### src/rtl/id_ex_pipe_reg_if.sv
// ID/EX pipeline register bus: ID operands and controls, WB bypass, flush, and registered EX outputs.
// The DUT uses the slave modport; the driver of ID/WB/flush uses master.
interface id_ex_pipe_reg_if #(
    parameter int unsigned DATA_W     = 32,
    parameter int unsigned REG_ADDR_W = 5,
    parameter int unsigned ALU_OP_W   = 4
);
    logic                  id_valid;
    logic [DATA_W-1:0]     id_pc, id_rs_data, id_rt_data, id_imm;
    logic [REG_ADDR_W-1:0] id_rs_addr, id_rt_addr, id_rd_addr;
    logic                  id_ctrl_reg_write, id_ctrl_mem_read, id_ctrl_mem_write;
    logic                  id_ctrl_mem_to_reg, id_ctrl_alu_src, id_ctrl_reg_dst;
    logic [ALU_OP_W-1:0]   id_alu_op;
    logic                  wb_reg_write;
    logic [REG_ADDR_W-1:0] wb_write_reg;
    logic [DATA_W-1:0]     wb_data;
    logic                  flush;
    logic                  stall_out;
    logic                  ex_valid;
    logic [DATA_W-1:0]     ex_pc, ex_rs_data, ex_rt_data, ex_imm;
    logic [REG_ADDR_W-1:0] ex_rs_addr, ex_rt_addr, ex_write_reg;
    logic                  ex_ctrl_reg_write, ex_ctrl_mem_read, ex_ctrl_mem_write;
    logic                  ex_ctrl_mem_to_reg, ex_ctrl_alu_src, ex_ctrl_reg_dst;
    logic [ALU_OP_W-1:0]   ex_alu_op;

    modport master (
        output id_valid, id_pc, id_rs_data, id_rt_data, id_imm,
               id_rs_addr, id_rt_addr, id_rd_addr,
               id_ctrl_reg_write, id_ctrl_mem_read, id_ctrl_mem_write,
               id_ctrl_mem_to_reg, id_ctrl_alu_src, id_ctrl_reg_dst, id_alu_op,
               wb_reg_write, wb_write_reg, wb_data, flush,
        input  stall_out, ex_valid, ex_pc, ex_rs_data, ex_rt_data, ex_imm,
               ex_rs_addr, ex_rt_addr, ex_write_reg,
               ex_ctrl_reg_write, ex_ctrl_mem_read, ex_ctrl_mem_write,
               ex_ctrl_mem_to_reg, ex_ctrl_alu_src, ex_ctrl_reg_dst, ex_alu_op
    );

    modport slave (
        input  id_valid, id_pc, id_rs_data, id_rt_data, id_imm,
               id_rs_addr, id_rt_addr, id_rd_addr,
               id_ctrl_reg_write, id_ctrl_mem_read, id_ctrl_mem_write,
               id_ctrl_mem_to_reg, id_ctrl_alu_src, id_ctrl_reg_dst, id_alu_op,
               wb_reg_write, wb_write_reg, wb_data, flush,
        output stall_out, ex_valid, ex_pc, ex_rs_data, ex_rt_data, ex_imm,
               ex_rs_addr, ex_rt_addr, ex_write_reg,
               ex_ctrl_reg_write, ex_ctrl_mem_read, ex_ctrl_mem_write,
               ex_ctrl_mem_to_reg, ex_ctrl_alu_src, ex_ctrl_reg_dst, ex_alu_op
    );
endinterface

### src/rtl/id_ex_pipe_reg.sv
// ID/EX pipeline register with load-use stall, branch flush bubble and WB->ID bypass.
// Optional PIPE_PERF_CNT_EN adds stall_cnt/flush_cnt performance counters.
module id_ex_pipe_reg #(
    parameter int unsigned DATA_W     = 32,
    parameter int unsigned REG_ADDR_W = 5,
    parameter int unsigned ALU_OP_W   = 4
`ifdef PIPE_PERF_CNT_EN
    ,
    parameter int unsigned CNT_W      = 32
`endif
) (
    input  logic              clk,
    input  logic              reset,
    id_ex_pipe_reg_if.slave   bus
`ifdef PIPE_PERF_CNT_EN
    ,
    output logic [CNT_W-1:0]  stall_cnt,
    output logic [CNT_W-1:0]  flush_cnt
`endif
);

    typedef struct packed {
        logic                  valid;
        logic [DATA_W-1:0]     pc;
        logic [DATA_W-1:0]     rs_data;
        logic [DATA_W-1:0]     rt_data;
        logic [DATA_W-1:0]     imm;
        logic [REG_ADDR_W-1:0] rs_addr;
        logic [REG_ADDR_W-1:0] rt_addr;
        logic [REG_ADDR_W-1:0] write_reg;
        logic                  reg_write;
        logic                  mem_read;
        logic                  mem_write;
        logic                  mem_to_reg;
        logic                  alu_src;
        logic                  reg_dst;
        logic [ALU_OP_W-1:0]   alu_op;
    } ex_t;

    ex_t                   ex_q, ex_d;
    logic                  hazard, stall;
    logic                  rs_byp, rt_byp;
    logic [REG_ADDR_W-1:0] id_write_reg;

    // Load in EX whose rt is consumed by ID; rt only counts when ID reads it as operand B.
    always_comb begin
        hazard = ex_q.valid && ex_q.mem_read && bus.id_valid && (ex_q.rt_addr != '0) &&
                 ((ex_q.rt_addr == bus.id_rs_addr) ||
                  ((ex_q.rt_addr == bus.id_rt_addr) && !bus.id_ctrl_alu_src));
        stall  = hazard && !bus.flush;
    end

    always_comb begin
        rs_byp       = bus.wb_reg_write && (bus.wb_write_reg != '0) &&
                       (bus.wb_write_reg == bus.id_rs_addr);
        rt_byp       = bus.wb_reg_write && (bus.wb_write_reg != '0) &&
                       (bus.wb_write_reg == bus.id_rt_addr);
        id_write_reg = bus.id_ctrl_reg_dst ? bus.id_rd_addr : bus.id_rt_addr;

        ex_d           = '0;
        ex_d.valid     = bus.id_valid;
        ex_d.pc        = bus.id_pc;
        ex_d.rs_data   = rs_byp ? bus.wb_data : bus.id_rs_data;
        ex_d.rt_data   = rt_byp ? bus.wb_data : bus.id_rt_data;
        ex_d.imm       = bus.id_imm;
        ex_d.rs_addr   = bus.id_rs_addr;
        ex_d.rt_addr   = bus.id_rt_addr;
        ex_d.write_reg = id_write_reg;
        if (bus.id_valid) begin
            // Writes to $0 are dropped here so later stages never see them.
            ex_d.reg_write  = bus.id_ctrl_reg_write && (id_write_reg != '0);
            ex_d.mem_read   = bus.id_ctrl_mem_read;
            ex_d.mem_write  = bus.id_ctrl_mem_write;
            ex_d.mem_to_reg = bus.id_ctrl_mem_to_reg;
            ex_d.alu_src    = bus.id_ctrl_alu_src;
            ex_d.reg_dst    = bus.id_ctrl_reg_dst;
            ex_d.alu_op     = bus.id_alu_op;
        end
        if (bus.flush || hazard) begin
            ex_d = '0;
        end
    end

    always_ff @(posedge clk) begin
        if (reset) begin
            ex_q <= '0;
        end else begin
            ex_q <= ex_d;
        end
    end

`ifdef PIPE_PERF_CNT_EN
    logic [CNT_W-1:0] stall_cnt_q, flush_cnt_q;

    always_ff @(posedge clk) begin
        if (reset) begin
            stall_cnt_q <= '0;
            flush_cnt_q <= '0;
        end else begin
            stall_cnt_q <= stall_cnt_q + {{(CNT_W-1){1'b0}}, stall};
            flush_cnt_q <= flush_cnt_q + {{(CNT_W-1){1'b0}}, bus.flush};
        end
    end

    assign stall_cnt = stall_cnt_q;
    assign flush_cnt = flush_cnt_q;
`endif

    assign bus.stall_out          = stall;
    assign bus.ex_valid           = ex_q.valid;
    assign bus.ex_pc              = ex_q.pc;
    assign bus.ex_rs_data         = ex_q.rs_data;
    assign bus.ex_rt_data         = ex_q.rt_data;
    assign bus.ex_imm             = ex_q.imm;
    assign bus.ex_rs_addr         = ex_q.rs_addr;
    assign bus.ex_rt_addr         = ex_q.rt_addr;
    assign bus.ex_write_reg       = ex_q.write_reg;
    assign bus.ex_ctrl_reg_write  = ex_q.reg_write;
    assign bus.ex_ctrl_mem_read   = ex_q.mem_read;
    assign bus.ex_ctrl_mem_write  = ex_q.mem_write;
    assign bus.ex_ctrl_mem_to_reg = ex_q.mem_to_reg;
    assign bus.ex_ctrl_alu_src    = ex_q.alu_src;
    assign bus.ex_ctrl_reg_dst    = ex_q.reg_dst;
    assign bus.ex_alu_op          = ex_q.alu_op;

endmodule

### src/flat_wrapper.sv
// flat-port wrapper written by rule: the top's interface ports become plain ports
module id_ex_pipe_reg_flat 
#(
    parameter int unsigned DATA_W     = 32,
    parameter int unsigned REG_ADDR_W = 5,
    parameter int unsigned ALU_OP_W   = 4

)
  (clk, reset, bus_id_valid, bus_id_pc, bus_id_rs_data, bus_id_rt_data, bus_id_imm, bus_id_rs_addr, bus_id_rt_addr, bus_id_rd_addr, bus_id_ctrl_reg_write, bus_id_ctrl_mem_read, bus_id_ctrl_mem_write, bus_id_ctrl_mem_to_reg, bus_id_ctrl_alu_src, bus_id_ctrl_reg_dst, bus_id_alu_op, bus_wb_reg_write, bus_wb_write_reg, bus_wb_data, bus_flush, bus_stall_out, bus_ex_valid, bus_ex_pc, bus_ex_rs_data, bus_ex_rt_data, bus_ex_imm, bus_ex_rs_addr, bus_ex_rt_addr, bus_ex_write_reg, bus_ex_ctrl_reg_write, bus_ex_ctrl_mem_read, bus_ex_ctrl_mem_write, bus_ex_ctrl_mem_to_reg, bus_ex_ctrl_alu_src, bus_ex_ctrl_reg_dst, bus_ex_alu_op);
  id_ex_pipe_reg_if #(.DATA_W(DATA_W), .REG_ADDR_W(REG_ADDR_W), .ALU_OP_W(ALU_OP_W)) bus_i ();
  input  logic clk;
  input  logic reset;
  input wire logic [$bits(bus_i.id_valid)-1:0] bus_id_valid;
  input wire logic [$bits(bus_i.id_pc)-1:0] bus_id_pc;
  input wire logic [$bits(bus_i.id_rs_data)-1:0] bus_id_rs_data;
  input wire logic [$bits(bus_i.id_rt_data)-1:0] bus_id_rt_data;
  input wire logic [$bits(bus_i.id_imm)-1:0] bus_id_imm;
  input wire logic [$bits(bus_i.id_rs_addr)-1:0] bus_id_rs_addr;
  input wire logic [$bits(bus_i.id_rt_addr)-1:0] bus_id_rt_addr;
  input wire logic [$bits(bus_i.id_rd_addr)-1:0] bus_id_rd_addr;
  input wire logic [$bits(bus_i.id_ctrl_reg_write)-1:0] bus_id_ctrl_reg_write;
  input wire logic [$bits(bus_i.id_ctrl_mem_read)-1:0] bus_id_ctrl_mem_read;
  input wire logic [$bits(bus_i.id_ctrl_mem_write)-1:0] bus_id_ctrl_mem_write;
  input wire logic [$bits(bus_i.id_ctrl_mem_to_reg)-1:0] bus_id_ctrl_mem_to_reg;
  input wire logic [$bits(bus_i.id_ctrl_alu_src)-1:0] bus_id_ctrl_alu_src;
  input wire logic [$bits(bus_i.id_ctrl_reg_dst)-1:0] bus_id_ctrl_reg_dst;
  input wire logic [$bits(bus_i.id_alu_op)-1:0] bus_id_alu_op;
  input wire logic [$bits(bus_i.wb_reg_write)-1:0] bus_wb_reg_write;
  input wire logic [$bits(bus_i.wb_write_reg)-1:0] bus_wb_write_reg;
  input wire logic [$bits(bus_i.wb_data)-1:0] bus_wb_data;
  input wire logic [$bits(bus_i.flush)-1:0] bus_flush;
  output wire logic [$bits(bus_i.stall_out)-1:0] bus_stall_out;
  output wire logic [$bits(bus_i.ex_valid)-1:0] bus_ex_valid;
  output wire logic [$bits(bus_i.ex_pc)-1:0] bus_ex_pc;
  output wire logic [$bits(bus_i.ex_rs_data)-1:0] bus_ex_rs_data;
  output wire logic [$bits(bus_i.ex_rt_data)-1:0] bus_ex_rt_data;
  output wire logic [$bits(bus_i.ex_imm)-1:0] bus_ex_imm;
  output wire logic [$bits(bus_i.ex_rs_addr)-1:0] bus_ex_rs_addr;
  output wire logic [$bits(bus_i.ex_rt_addr)-1:0] bus_ex_rt_addr;
  output wire logic [$bits(bus_i.ex_write_reg)-1:0] bus_ex_write_reg;
  output wire logic [$bits(bus_i.ex_ctrl_reg_write)-1:0] bus_ex_ctrl_reg_write;
  output wire logic [$bits(bus_i.ex_ctrl_mem_read)-1:0] bus_ex_ctrl_mem_read;
  output wire logic [$bits(bus_i.ex_ctrl_mem_write)-1:0] bus_ex_ctrl_mem_write;
  output wire logic [$bits(bus_i.ex_ctrl_mem_to_reg)-1:0] bus_ex_ctrl_mem_to_reg;
  output wire logic [$bits(bus_i.ex_ctrl_alu_src)-1:0] bus_ex_ctrl_alu_src;
  output wire logic [$bits(bus_i.ex_ctrl_reg_dst)-1:0] bus_ex_ctrl_reg_dst;
  output wire logic [$bits(bus_i.ex_alu_op)-1:0] bus_ex_alu_op;
  assign bus_i.id_valid = bus_id_valid;
  assign bus_i.id_pc = bus_id_pc;
  assign bus_i.id_rs_data = bus_id_rs_data;
  assign bus_i.id_rt_data = bus_id_rt_data;
  assign bus_i.id_imm = bus_id_imm;
  assign bus_i.id_rs_addr = bus_id_rs_addr;
  assign bus_i.id_rt_addr = bus_id_rt_addr;
  assign bus_i.id_rd_addr = bus_id_rd_addr;
  assign bus_i.id_ctrl_reg_write = bus_id_ctrl_reg_write;
  assign bus_i.id_ctrl_mem_read = bus_id_ctrl_mem_read;
  assign bus_i.id_ctrl_mem_write = bus_id_ctrl_mem_write;
  assign bus_i.id_ctrl_mem_to_reg = bus_id_ctrl_mem_to_reg;
  assign bus_i.id_ctrl_alu_src = bus_id_ctrl_alu_src;
  assign bus_i.id_ctrl_reg_dst = bus_id_ctrl_reg_dst;
  assign bus_i.id_alu_op = bus_id_alu_op;
  assign bus_i.wb_reg_write = bus_wb_reg_write;
  assign bus_i.wb_write_reg = bus_wb_write_reg;
  assign bus_i.wb_data = bus_wb_data;
  assign bus_i.flush = bus_flush;
  assign bus_stall_out = bus_i.stall_out;
  assign bus_ex_valid = bus_i.ex_valid;
  assign bus_ex_pc = bus_i.ex_pc;
  assign bus_ex_rs_data = bus_i.ex_rs_data;
  assign bus_ex_rt_data = bus_i.ex_rt_data;
  assign bus_ex_imm = bus_i.ex_imm;
  assign bus_ex_rs_addr = bus_i.ex_rs_addr;
  assign bus_ex_rt_addr = bus_i.ex_rt_addr;
  assign bus_ex_write_reg = bus_i.ex_write_reg;
  assign bus_ex_ctrl_reg_write = bus_i.ex_ctrl_reg_write;
  assign bus_ex_ctrl_mem_read = bus_i.ex_ctrl_mem_read;
  assign bus_ex_ctrl_mem_write = bus_i.ex_ctrl_mem_write;
  assign bus_ex_ctrl_mem_to_reg = bus_i.ex_ctrl_mem_to_reg;
  assign bus_ex_ctrl_alu_src = bus_i.ex_ctrl_alu_src;
  assign bus_ex_ctrl_reg_dst = bus_i.ex_ctrl_reg_dst;
  assign bus_ex_alu_op = bus_i.ex_alu_op;
  id_ex_pipe_reg #(.DATA_W(DATA_W), .REG_ADDR_W(REG_ADDR_W), .ALU_OP_W(ALU_OP_W)) u_core (.clk(clk), .reset(reset), .bus(bus_i));
endmodule
### config.mk
export PLATFORM = sky130hd
export DESIGN_NAME = id_ex_pipe_reg_flat
export DESIGN_NICKNAME = d
export VERILOG_FILES = /design/src/rtl/id_ex_pipe_reg_if.sv /design/src/rtl/id_ex_pipe_reg.sv /design/src/flat_wrapper.sv
export SDC_FILE = /design/constraint.sdc
export NUM_CORES = 1
export LEC_CHECK = 0
export CAP_MARGIN = 0
export CORE_AREA = 2 2 135 137
export CTS_CLUSTER_DIAMETER = 60
export DETAILED_ROUTE_END_ITERATION = 16
export DIE_AREA = 0 0 137 139
export PLACE_DENSITY = 0.68
export SYNTH_ARGS = -nofsm -noshare
export SYNTH_HDL_FRONTEND = slang
export SYNTH_SLANG_ARGS = --single-unit
export TNS_END_PERCENT = 10
### constraint.sdc
create_clock -name clk -period 4.45 [get_ports clk]
set_clock_uncertainty 0.1 [all_clocks]
set_input_delay 0.6675 -clock clk [delete_from_list [all_inputs] [get_ports clk]]
set_output_delay 0.6675 -clock clk [all_outputs]
set_load 0.02 [all_outputs]
### Word level (Yosys, flattened, before mapping)

Cells that the tools add are included.

| operators by class | value |
|---|---|
| $add $sub $neg | 0 |
| $mul | 0 |
| divide/modulo/power cells | 0 |
| $lt $le $gt $ge | 0 |
| eq/ne operators | 4 |
| shift operators | 0 |
| multiplexer cells | 3 |
| bitwise gates (word level) | 1 |
| reductions and logical operators | 19 |

Operator list:

| operator | number |
|---|---|
| 32-bit 2-to-1 mux | 2 |
| 5-bit equality test | 4 |
| 5-bit nonzero test | 3 |
| 1-bit logical AND | 10 |
| 5-bit 2-to-1 mux | 1 |
| 3-bit OR reduction | 1 |
| 1-bit logical NOT | 2 |
| 1-bit logical OR | 2 |
| 2-bit OR reduction | 1 |
| 1-bit NOT | 1 |

| word-level totals | value |
|---|---|
| register bits | 154 |
| latch bits | 0 |
| bits in writable memories | 0 |
| ROM bits | 0 |
| bits of input ports | 195 |
| output and inout bits | 155 |
| logic and storage cells | 42 |
| memories kept | 0 |

### Longest topological paths before layout

| depth | value |
|---|---|
| word-level depth | 6 |
| mapped depth | 7 |
| mapped depth without buffers | 5 |

### Least setup slack after synthesis

No wires, ideal clock.

| path | value |
|---|---|
| path type | input-to-output |
| start | input port bus_id_rt_addr[1] |
| end | output port bus_stall_out |
| data arrival time | 1.772 ns |
| data required time | 3.682 ns |
| path slack | 1.911 ns |
| stages | 4 |
| buffers on the path | 0 |
| path through | xnor2_1 nand4_1 o32a_1 nor3_1 |

| between the ends | value |
|---|---|
| cells in the longest elaborated chain, start to end | 5 |

Ends and longest elaborated chain:

| item | line | source |
|---|---|---|
| start: declaration | flat_wrapper.sv:19 | `input wire logic [$bits(bus_i.id_rt_addr)-1:0] bus_id_rt_addr;` |
| 5-bit equality test | id_ex_pipe_reg.sv:49 | `((ex_q.rt_addr == bus.id_rt_addr) && !bus.id_ctrl_alu_src));` |
| 1-bit logical AND | id_ex_pipe_reg.sv:49 |  |
| 1-bit logical OR | id_ex_pipe_reg.sv:48 | `((ex_q.rt_addr == bus.id_rs_addr) \|\|` |
| 1-bit logical AND | id_ex_pipe_reg.sv:47 | `hazard = ex_q.valid && ex_q.mem_read && bus.id_valid && (ex_q.rt_addr != '0) &&` |
| 1-bit logical AND | id_ex_pipe_reg.sv:50 | `stall = hazard && !bus.flush;` |
| end: declaration | flat_wrapper.sv:32 | `output wire logic [$bits(bus_i.stall_out)-1:0] bus_stall_out;` |

No other way between the ends.

### Worst setup path after layout

Ends and elaborated chain as after synthesis.

==> qor_table.md <==
| Result | Value |
|---|---|
| Count of unresolved DRC violations after routing | 0 |
| Avg Cell Area, Syn | 10.5 sq um |
| Standby leakage power | 3.54 nW |
| Worst-case clock buffer depth | 2 |
| Clock-pin transition on the worst setup and hold timing paths | 0.06 ns |
| I/O Buffers | 349 |
| Antenna violations before repair | 1 |
| Htree depth | 4 |
| Unrepaired setup endpoints after global routing | false |
| Final count of pins violating max slew | 0 |
| Layout cells sized above 1 | 5.14% |
| Vias after detailed routing | 4499 |
| Max Clock Freq | 286 MHz |
| Synthesized instance count | 480 |
| Half-perimeter wire length after detailed placement | 13.5 mm |
| R2r endpoint | u_core.bus.ex_alu_op[0] |
| Pwr dens | 357 mW/mm^2 |
| Maximum number of pins on one net before global-route repair | 71 |
| XOR/XNOR share of the synthesized area | 3.47% |
| Worst-path cell chain | clkdlybuf4s50_1 > xnor2_1 > nand4_1 > o32a_1 > nor3_1 > clkdlybuf4s50_1 |
| Main combinational cell family by area after synthesis | simple AND/OR/NAND/NOR gates |
| Area growth from synthesis to final layout | 83.6% |
| Number of post-CTS setup repair buffers | 0 |
| Hold Violations, Final | 0 |
| Power after layout | 0.00331 W |
| Global Route Usage Sum | 18.1% |
| Arrival time of data at the critical path endpoint | 2.73 ns |
| Hold-critical path depth | 3 |
| Category of cells accounting for the largest share of critical-path delay | buffers and inverters |
| Resized Gates After CTS | 0 |
| Final estimated routing congestion in global placement | 0.779 |
| Die area | 0.0190 sq mm |
| Max-slew headroom | 48.9% |
| 1st-iter DRT viols | 116 |
| Critical path endpoint category | output port |
| Grt total ovfl | 0 |
| CTS Sinks | 154 |
| Vertical die dimension | 139 um |
| Skew-Pair Late Insertion Delay | 0.41 ns |
| Multiplexer area fraction after synthesis | 7.34% |
| Most frequent cell on the critical path | sky130_fd_sc_hd__clkdlybuf4s50_1 |
| Post-synthesis adder-cell area fraction | 0% |
| Yosys reg bits | 154 |
| Compound-cell area share of the yosys netlist | 4.17% |
| Warnings from Yosys | 0 |
| Nets in the synthesized netlist | 675 |
| Data required time of the worst path | 3.68 ns |
| Post-layout instance area | 0.00927 sq mm |
| Horizontal die dimension | 137 um |
| Wire per inst | 16.4 um |
| Class of the most critical hold timing path | input port to flop |
| Maximum fanout count along the critical path | 5 |
| Core Rows | 49 |
| Final critical-path required period | 3.50 ns |
| Initial cell density of the core | 28.6% |
| Worst hold path endpoint | u_core.bus.ex_rs_data[2] |
| Most frequent cells in the layout | sky130_fd_sc_hd__clkdlybuf4s50_1, sky130_fd_sc_hd__dfxtp_1, sky130_fd_sc_hd__and2_1 |
| Area share of and/or/nand/nor cells after synthesis | 20.5% |
| Count of hold buffers inserted by post-cts repair | 0 |
| Vias in the first global route | 4747 |
| Commonest non-fill, non-tap cell in the layout | sky130_fd_sc_hd__clkdlybuf4s50_1 |
| Cell at the root of the clock tree | sky130_fd_sc_hd__clkbuf_16 |
| Register-to-Register Setup Slack | 1.79 ns |
| Synthesized cell area | 0.00505 sq mm |
| Worst ir drop on vdd | 0.000249 V |
| Share of flip-flops with an asynchronous set or reset after synthesis | 0% |
| Area of the core | 0.0177 sq mm |
| Number of endpoints failing setup at the final stage | 0 |
| Worst r2r path cells | 5 |
| CP Buf/Inv Count | 2 |
| Slew @ Worst Pin | 0.767 ns |
| Count of pins on the block boundary | 350 |
| CTS tree | done |
| Sequential-to-total area share from yosys stat | 61.1% |
| Highest-delay cell along the critical path | sky130_fd_sc_hd__clkdlybuf4s50_1 |
| TritonCTS Buffers | 17 |
| First-pass detailed-route iteration total | 4 |
| Number of enable flip-flop cells after synthesis | 0 |
| Kind of start point of the critical path | input port |
| Remaining antenna violation count after routing | 0 |
| Max-capacitance violation count | 0 |
| Final wirelength | 17.5 mm |
| CP Class | input port to output port |
| Reg-to-reg critical path startpoint | u_core.bus.ex_rt_addr[0] |
| Prevailing post-synth register cell | sky130_fd_sc_hd__dfxtp_1 |
| Run status | finished, final reports clean |
| Max incr delay on CP | 0.64 ns |
| Area after DPL | 0.00870 sq mm |
| Via density per instance | 4.22 |
| First-pass GRT wire length | 25.9 mm |
| Tightest hold margin | 0.705 ns |
| Post-route clock period utilization | 78.6% |
| Aggregate negative setup slack | 0 ns |
| Nets | 1020 |
| Worst hold path startpoint | bus_id_rs_data[2] |
| Library cells used by synthesis | 26 |
[metrics by stage]
stage	setup WS, ns	util, %	std cells
6_report	0.951	52.5	1067
5_1_grt	0.770	52.5	1067
4_1_cts	0.948	52.5	1066
3_5_place_dp	0.950	49.3	1035
3_3_place_gp	0.949	49.3	1035
2_1_floorplan	1.91	-	480
[kinds of logic (layout without fill, tap and decap cells)]
logic type | after synthesis | after routing
XOR/XNOR | 20 | 20
other | 0 | 1
AND/OR/NAND/NOR | 204 | 204
AO/OA/AOI/OAI | 37 | 37
multiplexers | 37 | 37
buffers and inverters | 28 | 385
flip-flops | 154 | 154
[worst max-delay path by stage]
stage                       from             to  cells after the start
5_1_grt        bus_id_rt_addr[2]  bus_stall_out                      6
3_3_place_gp   bus_id_rt_addr[2]  bus_stall_out                      6
2_1_floorplan  bus_id_rt_addr[1]  bus_stall_out                      4
3_5_place_dp   bus_id_rt_addr[2]  bus_stall_out                      6
4_1_cts        bus_id_rt_addr[2]  bus_stall_out                      6
6_report       bus_id_rt_addr[1]  bus_stall_out                      6
[cells in the mapped netlist, types with 3 or more instances]
cell,n,area [sq um]
sky130_fd_sc_hd__a21oi_1,32,160
sky130_fd_sc_hd__and2_1,75,469
sky130_fd_sc_hd__and3_1,9,56.3
sky130_fd_sc_hd__buf_4,11,82.6
sky130_fd_sc_hd__buf_6,3,33.8
sky130_fd_sc_hd__clkbuf_1,10,37.5
sky130_fd_sc_hd__dfxtp_1,154,3080
sky130_fd_sc_hd__mux2i_1,37,370
sky130_fd_sc_hd__nand2_1,67,251
sky130_fd_sc_hd__nand3_1,3,15.0
sky130_fd_sc_hd__nor2_1,38,143
sky130_fd_sc_hd__nor3_1,4,20.0
sky130_fd_sc_hd__or4_1,3,22.5
sky130_fd_sc_hd__xnor2_1,17,149
sky130_fd_sc_hd__xor2_1,3,26.3
[routing by layer]
layer | track usage (%) | share of wire, % | vias to the layer above
met3 | 9.83 | 13 | 18
met5 | 0 | 0 | -
li1 | - | - | 2232
met4 | 6.40 | 1.4 | 0
met1 | 18.4 | 36 | 2020
met2 | 31.2 | 49 | 229
[final cells by class]
cell class	count	area, sq um
clock inverters	12	118
diodes	1	2.50
multi-input cells	298	1800
clock buffers	19	443
well taps	229	287
fillers	1667	8390
flip-flops and latches	154	3080
repair buffers	354	3530
[where the power goes]
part	total, W	switching, W	internal, W
Clock	0.00137	0.000585	0.000787
Sequential	0.00145	0.0000175	0.00143
Combinational	0.000483	0.000195	0.000288
Total	0.00331	0.000797	0.00251
[tightest hold or removal path: stages]
cell	delay, ns
sky130_fd_sc_hd__clkdlybuf4s50_1	0.39
sky130_fd_sc_hd__nand2_1	0.05
sky130_fd_sc_hd__a21oi_1	0.05
No activity file was read; power rests on OpenSTA's default activity.
==> RTL edit: new RTL, same flow settings <==
`ALU_OP_W` is set to 4 in 3 places; all go to 3.
--- a/src/rtl/id_ex_pipe_reg_if.sv
+++ b/src/rtl/id_ex_pipe_reg_if.sv
@@ -4,5 +4,5 @@
     parameter int unsigned DATA_W     = 32,
     parameter int unsigned REG_ADDR_W = 5,
-    parameter int unsigned ALU_OP_W   = 4
+    parameter int unsigned ALU_OP_W   = 3
 );
     logic                  id_valid;
--- a/src/rtl/id_ex_pipe_reg.sv
+++ b/src/rtl/id_ex_pipe_reg.sv
@@ -4,5 +4,5 @@
     parameter int unsigned DATA_W     = 32,
     parameter int unsigned REG_ADDR_W = 5,
-    parameter int unsigned ALU_OP_W   = 4
+    parameter int unsigned ALU_OP_W   = 3
 `ifdef PIPE_PERF_CNT_EN
     ,
--- a/src/flat_wrapper.sv
+++ b/src/flat_wrapper.sv
@@ -4,5 +4,5 @@
     parameter int unsigned DATA_W     = 32,
     parameter int unsigned REG_ADDR_W = 5,
-    parameter int unsigned ALU_OP_W   = 4
+    parameter int unsigned ALU_OP_W   = 3
 
 )
Interface: changed (resized bus_ex_alu_op and bus_id_alu_op); port bits go from 350 to 348. The function was not compared with the original's and may differ.
==> RTL edit against the unedited design <==
  * Die area unchanged
  * Utilization about the same
  * Worst setup slack better by 0.015 ns
  * Area after synthesis up 0.37%
  * Sequential cell count down 1
  * Register-to-register slack better by 0.02 ns
  * Critical path depth unchanged
  * Non-clock buffer count down 2
  * Sequential share of layout area down 0.22 points
  * Cell area about the same
  * Power up 3.4%
  * Routed wire length down 5.5%
  * Cell count down 0.47%
  * Critical path type unchanged
  * Largest cell class unchanged
==> RTL edit: results (changes against the unedited design) <==
----------------------------------------------------
[Global route]
  Via count of the first global-routing pass ... 4277 (was 4747)
  Wire length of the first global-routing pass ... 24600 µm (was 25900 µm)
  Initial antenna violation count ... 0 (was 1)
  Pin count of the biggest net entering global routing ... 71 (unchanged)
  Met2 layer usage reported by global route ... 0.304 (was 0.312)
  Met1 track demand over resource ... 0.188 (was 0.184)
  Overall global routing resource usage ... 0.172 (was 0.181)

[Synth]
  Top post-synthesis cells by area ... sky130_fd_sc_hd__dfxtp_1, sky130_fd_sc_hd__and2_1, sky130_fd_sc_hd__mux2i_1 (unchanged)
  Synthesized instance count ... 478 (was 480)
  Sequential-to-total area share from yosys stat ... 0.605 (was 0.611)
  Post-synth net total ... 672 (was 675)
  Commonest cells post-synth ... sky130_fd_sc_hd__dfxtp_1, sky130_fd_sc_hd__and2_1, sky130_fd_sc_hd__nand2_1 (unchanged)

[Routing]
  Uppermost metal layer occupied by signal nets ... met4 (unchanged)
  Met1 Wirelength ... 6330 µm (was 6350 µm)
  First DRT Iteration DRCs ... 117 (was 116)
  Number of vias per cell ... 4.09 (was 4.22)
  Via count ... 4344 (was 4499)
  Routed length per instance ... 15.6 µm (was 16.4 µm)
  Met3 Wirelength ... 1290 µm (was 2280 µm)

[Placement]
  Placed standard-cell area ... 8660 µm² (was 8700 µm²)
  GP Congestion ... 0.818 (was 0.779)
  Placed cells ... 1031 (was 1035)
  Buffers on Ports ... 347 (was 349)

[Final layout]
  Area of the multi-input gates ... 1800 µm² (about the same)
  Proportion of layout cells with a drive suffix above 1 ... 0.0528 (was 0.0514)
  Fill cell count ... 1639 (was 1667)
  Antenna diode count ... 0 (was 1)

[Power and ir drop]
  Worst ir drop on vdd ... 0.000254 V (was 0.000249 V)
  Leakage component of the power ... 3.55 nW (was 3.54 nW)
  Proportion of power drawn by the clock network ... 0.438 (was 0.415)
  Net Switching ... 0.000813 W (was 0.000797 W)

[Timing]
  Worst Max-Slew Pin Slew ... 0.766 ns (was 0.767 ns)

[Hold path]
  Hold-critical path endpoint ... u_core.bus.ex_rs_data[24] (was u_core.bus.ex_rs_data[2])
  Hold Startpoint ... bus_id_rs_data[24] (was bus_id_rs_data[2])

[Clocking]
  Number of buffers between clock root and the deepest sink ... 2 (unchanged)
  Clock buffers created by TritonCTS ... 17 (unchanged)
  H-tree Lvls ... 4 (unchanged)

[Setup path]
  CP max stage cell ... sky130_fd_sc_hd__clkdlybuf4s50_1 (unchanged)
  Flop-to-flop setup slack ... 1.81 ns (was 1.79 ns)
  Endpoint of the lowest-slack register-to-register path ... u_core.bus.ex_alu_op[1] (was u_core.bus.ex_alu_op[0])
  Worst path arrival time ... 2.72 ns (was 2.73 ns)

[Run status]
  Result of the run ... finished clean (unchanged)

----------------------------------------------------
==> RTL edit: cell types whose count changed in the layout (fill, tap and decap cells not counted), sizes merged, moves of 2 or more <==
cell | unedited run | this run
inv | 2 | 6
clkinvlp | 4 | 1
bufinv | 1 | 3
clkbuf | 19 | 17
clkdlybuf4s50 | 349 | 347
==> RTL edit: per-stage QoR <==
step                      hold WS [ns]  total power, W  setup slack, ns
final                            0.702         0.00342            0.966
after floorplan                  0.689         0.00165             1.91
after global placement           0.951         0.00196            0.977
after global routing             0.679         0.00356            0.882
after CTS                        0.679         0.00347            0.944
after detailed placement         0.933         0.00196            0.962
==> RTL edit: kinds of logic after synthesis <==
kind of cell | synth area share
compound gates | 0.0415
xor+xnor | 0.0346
buf+inv | 0.0432
flops | 0.605
mux | 0.0731
simple gates | 0.203
==> RTL edit: final cells by class <==
type,count,share of cell area
clock buffers,17,0.0459
multi-input cells,297,0.194
clock inverters,14,0.0201
repair buffers,352,0.379
flip-flops and latches,153,0.330
well taps,229,0.0309
